`config.mk`:
```
export PLATFORM = sky130hd
export DESIGN_NAME = imm_gen_pipe_flat
export DESIGN_NICKNAME = d
export VERILOG_FILES = /design/src/rtl/imm_gen_pipe_if.sv /design/src/rtl/imm_gen_pipe.sv /design/src/flat_wrapper.sv
export SDC_FILE = /design/constraint.sdc
export NUM_CORES = 1
export LEC_CHECK = 0
export CORE_MARGIN = 2
export CORE_UTILIZATION = 45
export DETAILED_ROUTE_END_ITERATION = 8
export PLACE_DENSITY = 0.71
export RECOVER_POWER = 100
export SYNTH_ARGS = -nofsm -noshare
export SYNTH_HDL_FRONTEND = slang
export SYNTH_SLANG_ARGS = --single-unit
```
`constraint.sdc`:
```
create_clock -name clk -period 5 [get_ports clk]
set_input_delay 0.5 -clock clk [delete_from_list [all_inputs] [get_ports clk]]
set_output_delay 0.5 -clock clk [all_outputs]
set_load 0.02 [all_outputs]
```
`src/rtl/imm_gen_pipe_if.sv`:
```
// Handshake bundle for the pipelined immediate generator: request side
// (instruction + format select) and result side (immediate + illegal flag).
interface imm_gen_pipe_if #(
    parameter int XLEN = 32
);
    logic            in_valid;
    logic            in_ready;
    logic [31:0]     instruction;
    logic [2:0]      imm_src;
    logic            out_valid;
    logic            out_ready;
    logic [XLEN-1:0] imm_ext;
    logic            imm_illegal;

    // master drives requests and consumes results; slave is the generator
    modport master (
        output in_valid, instruction, imm_src, out_ready,
        input  in_ready, out_valid, imm_ext, imm_illegal
    );

    modport slave (
        input  in_valid, instruction, imm_src, out_ready,
        output in_ready, out_valid, imm_ext, imm_illegal
    );
endinterface

```
`src/rtl/imm_gen_pipe.sv`:
```
// Registered immediate generator (I/S/B/U/J/zimm, XLEN 32 or 64) behind a
// valid/ready handshake with a two-entry skid buffer and an illegal counter.
module imm_gen_pipe #(
    parameter int XLEN  = 32,
    parameter int CNT_W = 8
) (
    input  logic               clk,
    input  logic               rst_n,
    input  logic               flush,
    imm_gen_pipe_if.slave      bus,
    output logic [CNT_W-1:0]   illegal_count
);

    typedef enum logic [1:0] {EMPTY, ONE, TWO} state_t;

    state_t          state_reg, state_next;
    logic [XLEN-1:0] r_imm_reg, s_imm_reg;
    logic            r_ill_reg, s_ill_reg;
    logic [CNT_W-1:0] cnt_reg;

    logic [XLEN-1:0] dec_imm;
    logic            dec_ill;
    logic [31:0]     instr;
    logic [6:0]      opcode;
    logic [2:0]      funct3;
    logic            sh_f3, sh_op, sh_op32;

    logic acc, pop, in_ready, out_valid;
    logic load_r, load_r_from_s, load_s, cnt_inc;

    assign instr  = bus.instruction;
    assign opcode = instr[6:0];
    assign funct3 = instr[14:12];

    // Shift forms are recognised by opcode as well as funct3, so loads and
    // JALR with funct3 001/101 keep the ordinary sign-extended immediate.
    assign sh_f3   = (funct3 == 3'b001) || (funct3 == 3'b101);
    assign sh_op   = (opcode == 7'b0010011) && sh_f3;
    assign sh_op32 = (XLEN == 64) && (opcode == 7'b0011011) && sh_f3;

    always_comb begin
        dec_imm = '0;
        dec_ill = 1'b0;
        case (bus.imm_src)
            3'b000: begin
                if (sh_op && (XLEN == 64)) begin
                    dec_imm = XLEN'(instr[25:20]);
                end else if (sh_op || sh_op32) begin
                    // 5-bit shamt; bit 25 set would ask for a shift >= 32
                    dec_imm = XLEN'(instr[24:20]);
                    dec_ill = instr[25];
                end else begin
                    dec_imm = XLEN'($signed(instr[31:20]));
                end
            end
            3'b001:  dec_imm = XLEN'($signed({instr[31:25], instr[11:7]}));
            3'b010:  dec_imm = XLEN'($signed({instr[31:12], 12'b0}));
            3'b011:  dec_imm = XLEN'(instr[19:15]);
            3'b101:  dec_imm = XLEN'($signed({instr[31], instr[7], instr[30:25],
                                               instr[11:8], 1'b0}));
            3'b110:  dec_imm = XLEN'($signed({instr[31], instr[19:12], instr[20],
                                               instr[30:21], 1'b0}));
            default: begin
                dec_imm = '0;
                dec_ill = 1'b1;
            end
        endcase
    end

    assign in_ready  = (state_reg != TWO);
    assign out_valid = (state_reg != EMPTY);
    assign acc       = bus.in_valid && in_ready;
    assign pop       = out_valid && bus.out_ready;

    always_ff @(posedge clk or negedge rst_n) begin
        if (!rst_n) begin
            state_reg <= EMPTY;
        end else begin
            state_reg <= state_next;
        end
    end

    always_comb begin
        state_next    = state_reg;
        load_r        = 1'b0;
        load_r_from_s = 1'b0;
        load_s        = 1'b0;
        if (flush) begin
            state_next = EMPTY;
        end else begin
            case (state_reg)
                EMPTY: begin
                    if (acc) begin
                        load_r     = 1'b1;
                        state_next = ONE;
                    end
                end
                ONE: begin
                    if (acc && pop) begin
                        load_r = 1'b1;
                    end else if (acc) begin
                        load_s     = 1'b1;
                        state_next = TWO;
                    end else if (pop) begin
                        state_next = EMPTY;
                    end
                end
                TWO: begin
                    if (pop) begin
                        load_r_from_s = 1'b1;
                        state_next    = ONE;
                    end
                end
                default: state_next = EMPTY;
            endcase
        end
    end

    // Flushed requests are neither stored nor counted.
    assign cnt_inc = acc && !flush && dec_ill && (cnt_reg != {CNT_W{1'b1}});

    always_ff @(posedge clk or negedge rst_n) begin
        if (!rst_n) begin
            r_imm_reg <= '0;
            r_ill_reg <= 1'b0;
            s_imm_reg <= '0;
            s_ill_reg <= 1'b0;
            cnt_reg   <= '0;
        end else begin
            if (load_r) begin
                r_imm_reg <= dec_imm;
                r_ill_reg <= dec_ill;
            end else if (load_r_from_s) begin
                r_imm_reg <= s_imm_reg;
                r_ill_reg <= s_ill_reg;
            end
            if (load_s) begin
                s_imm_reg <= dec_imm;
                s_ill_reg <= dec_ill;
            end
            if (cnt_inc) begin
                cnt_reg <= cnt_reg + 1'b1;
            end
        end
    end

    assign bus.in_ready    = in_ready;
    assign bus.out_valid   = out_valid;
    assign bus.imm_ext     = r_imm_reg;
    assign bus.imm_illegal = r_ill_reg;
    assign illegal_count   = cnt_reg;

endmodule

```
`src/flat_wrapper.sv`:
```
// flat-port wrapper written by rule: the top's interface ports become plain ports
module imm_gen_pipe_flat 
#(
    parameter int XLEN  = 32,
    parameter int CNT_W = 8
)
  (clk, rst_n, flush, illegal_count, bus_in_valid, bus_instruction, bus_imm_src, bus_out_ready, bus_in_ready, bus_out_valid, bus_imm_ext, bus_imm_illegal);
  imm_gen_pipe_if #(.XLEN(XLEN)) bus_i ();
  input  logic clk;
  input  logic rst_n;
  input  logic flush;
  output logic [CNT_W-1:0] illegal_count;
  input wire logic [$bits(bus_i.in_valid)-1:0] bus_in_valid;
  input wire logic [$bits(bus_i.instruction)-1:0] bus_instruction;
  input wire logic [$bits(bus_i.imm_src)-1:0] bus_imm_src;
  input wire logic [$bits(bus_i.out_ready)-1:0] bus_out_ready;
  output wire logic [$bits(bus_i.in_ready)-1:0] bus_in_ready;
  output wire logic [$bits(bus_i.out_valid)-1:0] bus_out_valid;
  output wire logic [$bits(bus_i.imm_ext)-1:0] bus_imm_ext;
  output wire logic [$bits(bus_i.imm_illegal)-1:0] bus_imm_illegal;
  assign bus_i.in_valid = bus_in_valid;
  assign bus_i.instruction = bus_instruction;
  assign bus_i.imm_src = bus_imm_src;
  assign bus_i.out_ready = bus_out_ready;
  assign bus_in_ready = bus_i.in_ready;
  assign bus_out_valid = bus_i.out_valid;
  assign bus_imm_ext = bus_i.imm_ext;
  assign bus_imm_illegal = bus_i.imm_illegal;
  imm_gen_pipe #(.XLEN(XLEN), .CNT_W(CNT_W)) u_core (.clk(clk), .rst_n(rst_n), .flush(flush), .bus(bus_i), .illegal_count(illegal_count));
endmodule
```
==> Word level (Yosys, flattened, before mapping) <==
Index checks and enable logic that the tools add are counted.
{ "word_totals": {"reg_bits": 76, "input_bits": 40, "out_inout_bits": 43, "elab_cells": 63} }
{ "op_classes": {"addsub": 1, "n_eq_ne": 16, "muxes": 25, "n_reduce_logical": 15} }
{ "ops": {"columns": ["cell", "count"], "rows": [
  ["one-hot mux 32 bit (6 select lines)", 1],
  ["two-way mux 32 bit", 3],
  ["two-way mux 1 bit", 12],
  ["two-way mux 2 bit", 6],
  ["equality test 3 bit (second input constant)", 3],
  ["adder 8 x 1 -> 8 bit (second input constant)", 1],
  ["inequality test 8 bit (second input constant)", 1],
  ["equality test 7 x 5 -> 1 bit (second input constant)", 1],
  ["logical AND 1 bit", 7],
  ["equality test 3 x 1 -> 1 bit (second input constant)", 2],
  ["equality test 3 x 2 -> 1 bit (second input constant)", 2],
  ["inequality test 3 x 2 -> 1 bit (second input constant)", 2],
  ["one-hot mux 2 bit (3 select lines)", 1],
  ["OR reduction 5 bit", 1],
  ["inequality test 4 x 2 -> 1 bit (second input constant)", 1],
  ["one-hot mux 1 bit (2 select lines)", 2],
  ["AND reduction 4 bit", 1],
  ["nonzero test 2 bit", 2],
  ["zero test 3 bit", 1],
  ["inequality test 3 bit (second input constant)", 1],
  ["equality test 2 x 1 -> 1 bit (second input constant)", 1],
  ["equality test 2 bit (second input constant)", 1],
  ["zero test 2 bit", 1],
  ["inequality test 2 bit (second input constant)", 1],
  ["other kinds (2)", 2]
]} }

==> Longest topological paths before layout <==
{ "depth": {"depth_word": 7, "depth_mapped": 7} }

==> Least setup slack after synthesis <==
OpenSTA, ideal clock, no wires.
{ "synth_path": {"path_kind": "input to register", "start": "input bus_imm_src[0]", "end": "register u_core.cnt_reg[1] (netlist: u_core.illegal_count[1])", "setup_ps": 128, "arrival_ps": 1884, "t_required_ps": 4872, "path_slack_ps": 2989, "stages": 7, "n_path_buf": 3, "path_cell_list": "buf_6 > nor2b_4 > buf_6 > or3b_1 > buf_6 > a21oi_1 > mux2_1"} }
{ "synth_between": {"elab_chain_len": 5, "word_cells_on_any_way": 10} }
{ "synth_rtl": {"columns": ["element", "line_no", "source"], "rows": [
  ["start: declaration", "flat_wrapper.sv:15", "input wire logic [$bits(bus_i.imm_src)-1:0] bus_imm_src;"],
  ["equality test 3 x 1 -> 1 bit (tied with other cells)", "imm_gen_pipe.sv:44", "case (bus.imm_src)"],
  ["OR reduction 5 bit (no line)", null, null],
  ["one-hot mux 1 bit (2 select lines) (*)", "imm_gen_pipe.sv:44", null],
  ["logical AND 1 bit (*) (2 in series)", "imm_gen_pipe.sv:120", "assign cnt_inc = acc && !flush && dec_ill && (cnt_reg != {CNT_W{1'b1}});"],
  ["end signal: assignment", "imm_gen_pipe.sv:142", "cnt_reg <= cnt_reg + 1'b1;"],
  ["end: declaration", "imm_gen_pipe.sv:19", "logic [CNT_W-1:0] cnt_reg;"]
]} }
Every way passes the cells marked *; elsewhere a longest branch is shown, timed or not.
A chain may end at the register's enable or synchronous reset.

==> Worst setup path in the final report <==
{ "layout_path": {"start": "input flush", "end": "register u_core.s_imm_reg[6]"} }
{ "layout_between": {"elab_chain_len": 1} }
{ "layout_rtl": {"columns": ["element", "line_no", "source"], "rows": [
  ["start: declaration", "flat_wrapper.sv:11", "input logic flush;"],
  ["two-way mux 1 bit", "imm_gen_pipe.sv:88", "if (flush) begin"],
  ["end signal: assignment", "imm_gen_pipe.sv:138", "s_imm_reg <= dec_imm;"],
  ["end: declaration", "imm_gen_pipe.sv:17", "logic [XLEN-1:0] r_imm_reg, s_imm_reg;"]
]} }
Every way passes these cells.

==> impl_metrics.toml <==
[cells_and_area]
syn_to_final_growth_pct = 29.0
fin_area_sq_um = 4690
drive_gt1_frac = 0.0751
seqCellArea_sq_um = 1900
fill_cells = 688
fin_nets = 462
multi_input_area_sq_um = 1580
final_cells = 528
n_antenna_cell = 0

[timing]
setup_ws_ps = 1820
period_needed_ps = 3180
finalCritPeriodShare = 0.636
rsz0062_at_grt = "no"
finalHoldViolCount = 0
setup_viol = 0
slew_viol_final = 28
slew_headroom = -0.208
tightest_slew_ps = 1810
clock.fmax_mhz = 314
setup_tns_ps = 0
finClkSkew_ps = 12.0

[pwr]
leakagePower_nw = 2.19
vdd_drop_max_v = 0.000209
fin_total_pwr_mw = 1.78
power_density_nw_per_um2 = 380

[clock_tree]
cts_tree = "done"
clk_pin_slew_ps = 80
cts-buffers-inserted = 9
hold_buffers = 0
cts-resized-gates = 0
cts_root_buf = "clkbuf_8"
post_cts_buffers = 0
h-tree-depth = 3
clk_latency_ps = 350
cts_buffer_depth = 2
clock_sinks = 76

[worst_setup_path]
worstSetupPathType = "in -> reg"
crit_required_ps = 5230
arrival_ps = 3410
rr_worst_depth = 4
worstPathMaxFanout = 22
cp-end-kind = "flop"
r2r-end = "u_core.s_imm_reg[6]"
regToRegSetupSlack_ps = 2170
worstReg2RegStart = "u_core.state_reg[1]"
cp-start-kind = "primary input"

[logic_synthesis]
synth_top_area_cell = "dfrtp_1"
netlist.area_leader.share = 0.523
synthTopCellsByArea = "dfrtp_1, a22o_1, nand3_1, nand2_1, a22oi_1"
synth-seq-cells = 76
ys_types = 52
yosysMostFrequentCell = "dfrtp_1"
synth_fp_nets = 389
ys_async_sr_fraction = 1.00
netlist_area_sq_um = 3630
ys_seq_area_frac = 0.523
netlist_instances = 348
syn_avg_cell_area_sq_um = 10.4
ys.flop_type = "dfrtp_1"
synth_edf_count = 0
synth_common_cells = "dfrtp_1, nand2_1, nand3_1, a22o_1, clkbuf_1"
yosys_warnings = 0

[status]
status = "finished with violations"
violations = "max-capacitance violations, max-slew violations"

[grt]
globalRouteOverflowTotal = 0
grt_max_degree = 77
grt_pass1_wl_um = 15700
grt_usage = 0.231
grt_pass1_vias = 3133
antenna_found_initial = 0

[drt]
routed_via_density = 5.90
routed-via-count = 3117
drc = 0
drtIter0Drc = 177
firstDrtPassIters = 4
avgRoutedWirePerCell_um = 18.2
drtAntennaViolNets = 0
finalWirelength_um = 9630

[floorplanning]
pin_count = 83
core_area_sq_um = 7770
fp.dieH_um = 93.9
start_util = 0.468
fp.dieArea_sq_um = 8810
die_w_um = 93.9
rows = 32

[place]
dpl_cell_area_sq_um = 4520
gp_congestion = 0.796
placed_cells = 512
hpwl_um = 6450
place_ws_ps = 1860
port_buffers = 82

[flow_run]
max_cap_viol_count = 1

[worst_hold_path]
hold_path_class = "in -> async"
area by class of cell:
class                      instances  area share
sequential                        76       0.406
multi-input combinational        242       0.338
timing repair buffer              87       0.180
clock buffer                      11      0.0323
tap                              102      0.0272
clock inverter                     5      0.0125
inverter                           5     0.00400
cell families (layout without fill, tap and decap cells):
| kind of cell | Yosys count | in the layout | synth area share |
|---|---|---|---|
| simple gates | 117 | 117 | 0.165 |
| compound gates | 113 | 113 | 0.240 |
| flops | 76 | 76 | 0.523 |
| buf+inv | 30 | 108 | 0.0396 |
| xor+xnor | 7 | 7 | 0.0169 |
| mux | 4 | 4 | 0.0117 |
| fa+ha+maj | 1 | 1 | 0.00344 |
through the flow:
| stage | hold slack [ps] | utilization |
|---|---|---|
| 3_5_place_dp | 470 | 0.582 |
| 2_1_floorplan | 204 | - |
| 5_1_grt | 458 | 0.603 |
| 4_1_cts | 421 | 0.609 |
| 3_3_place_gp | 462 | 0.582 |
| 6_report | 374 | 0.603 |
worst max-delay path by stage:
stage | start | slack (ps) | endpoint | cells past startpoint
2_1_floorplan | bus_imm_src[0] | 2990 | u_core.illegal_count[1] | 7
3_3_place_gp | bus_imm_src[1] | 1960 | u_core.illegal_count[1] | 5
3_5_place_dp | bus_imm_src[1] | 1860 | u_core.illegal_count[1] | 5
4_1_cts | bus_imm_src[1] | 2230 | u_core.illegal_count[1] | 5
5_1_grt | flush | 1550 | u_core.s_imm_reg[7] | 5
6_report | flush | 1820 | u_core.s_imm_reg[6] | 5
where the power goes:
part           internal [mW]  total, mW  switching (mW)
Sequential             0.742      0.831          0.0886
Combinational          0.220      0.459           0.240
Clock                  0.259      0.490           0.231
layout by cell type, fill, tap and decap left out, types with 11 or more instances in the layout:
cell | netlist | final
clkdlybuf4s50_1 | 0 | 35
dlygate4sd3_1 | 0 | 46
o21ai_0 | 13 | 13
nor2_1 | 14 | 15
a211o_1 | 12 | 12
dfrtp_1 | 76 | 76
nand3_1 | 36 | 36
nand2_1 | 40 | 40
a22oi_1 | 14 | 14
clkbuf_8 | 0 | 11
a22o_1 | 24 | 24
worst max-delay path: stages:
cell	delay (ps)
dlygate4sd3_1	650
nor3b_1	750
nand2_1	550
clkbuf_1	560
a22o_1	390
routing by layer:
layer | global-route usage | vias to the layer above | wire length, um
met5 | 0 | - | 0
met2 | 0.368 | 99 | 4780
li1 | - | 1450 | -
met3 | 0.0313 | 16 | 494
met1 | 0.313 | 1552 | 4160
met4 | 0.110 | 0 | 195
Power figures use the tool's default switching activity.
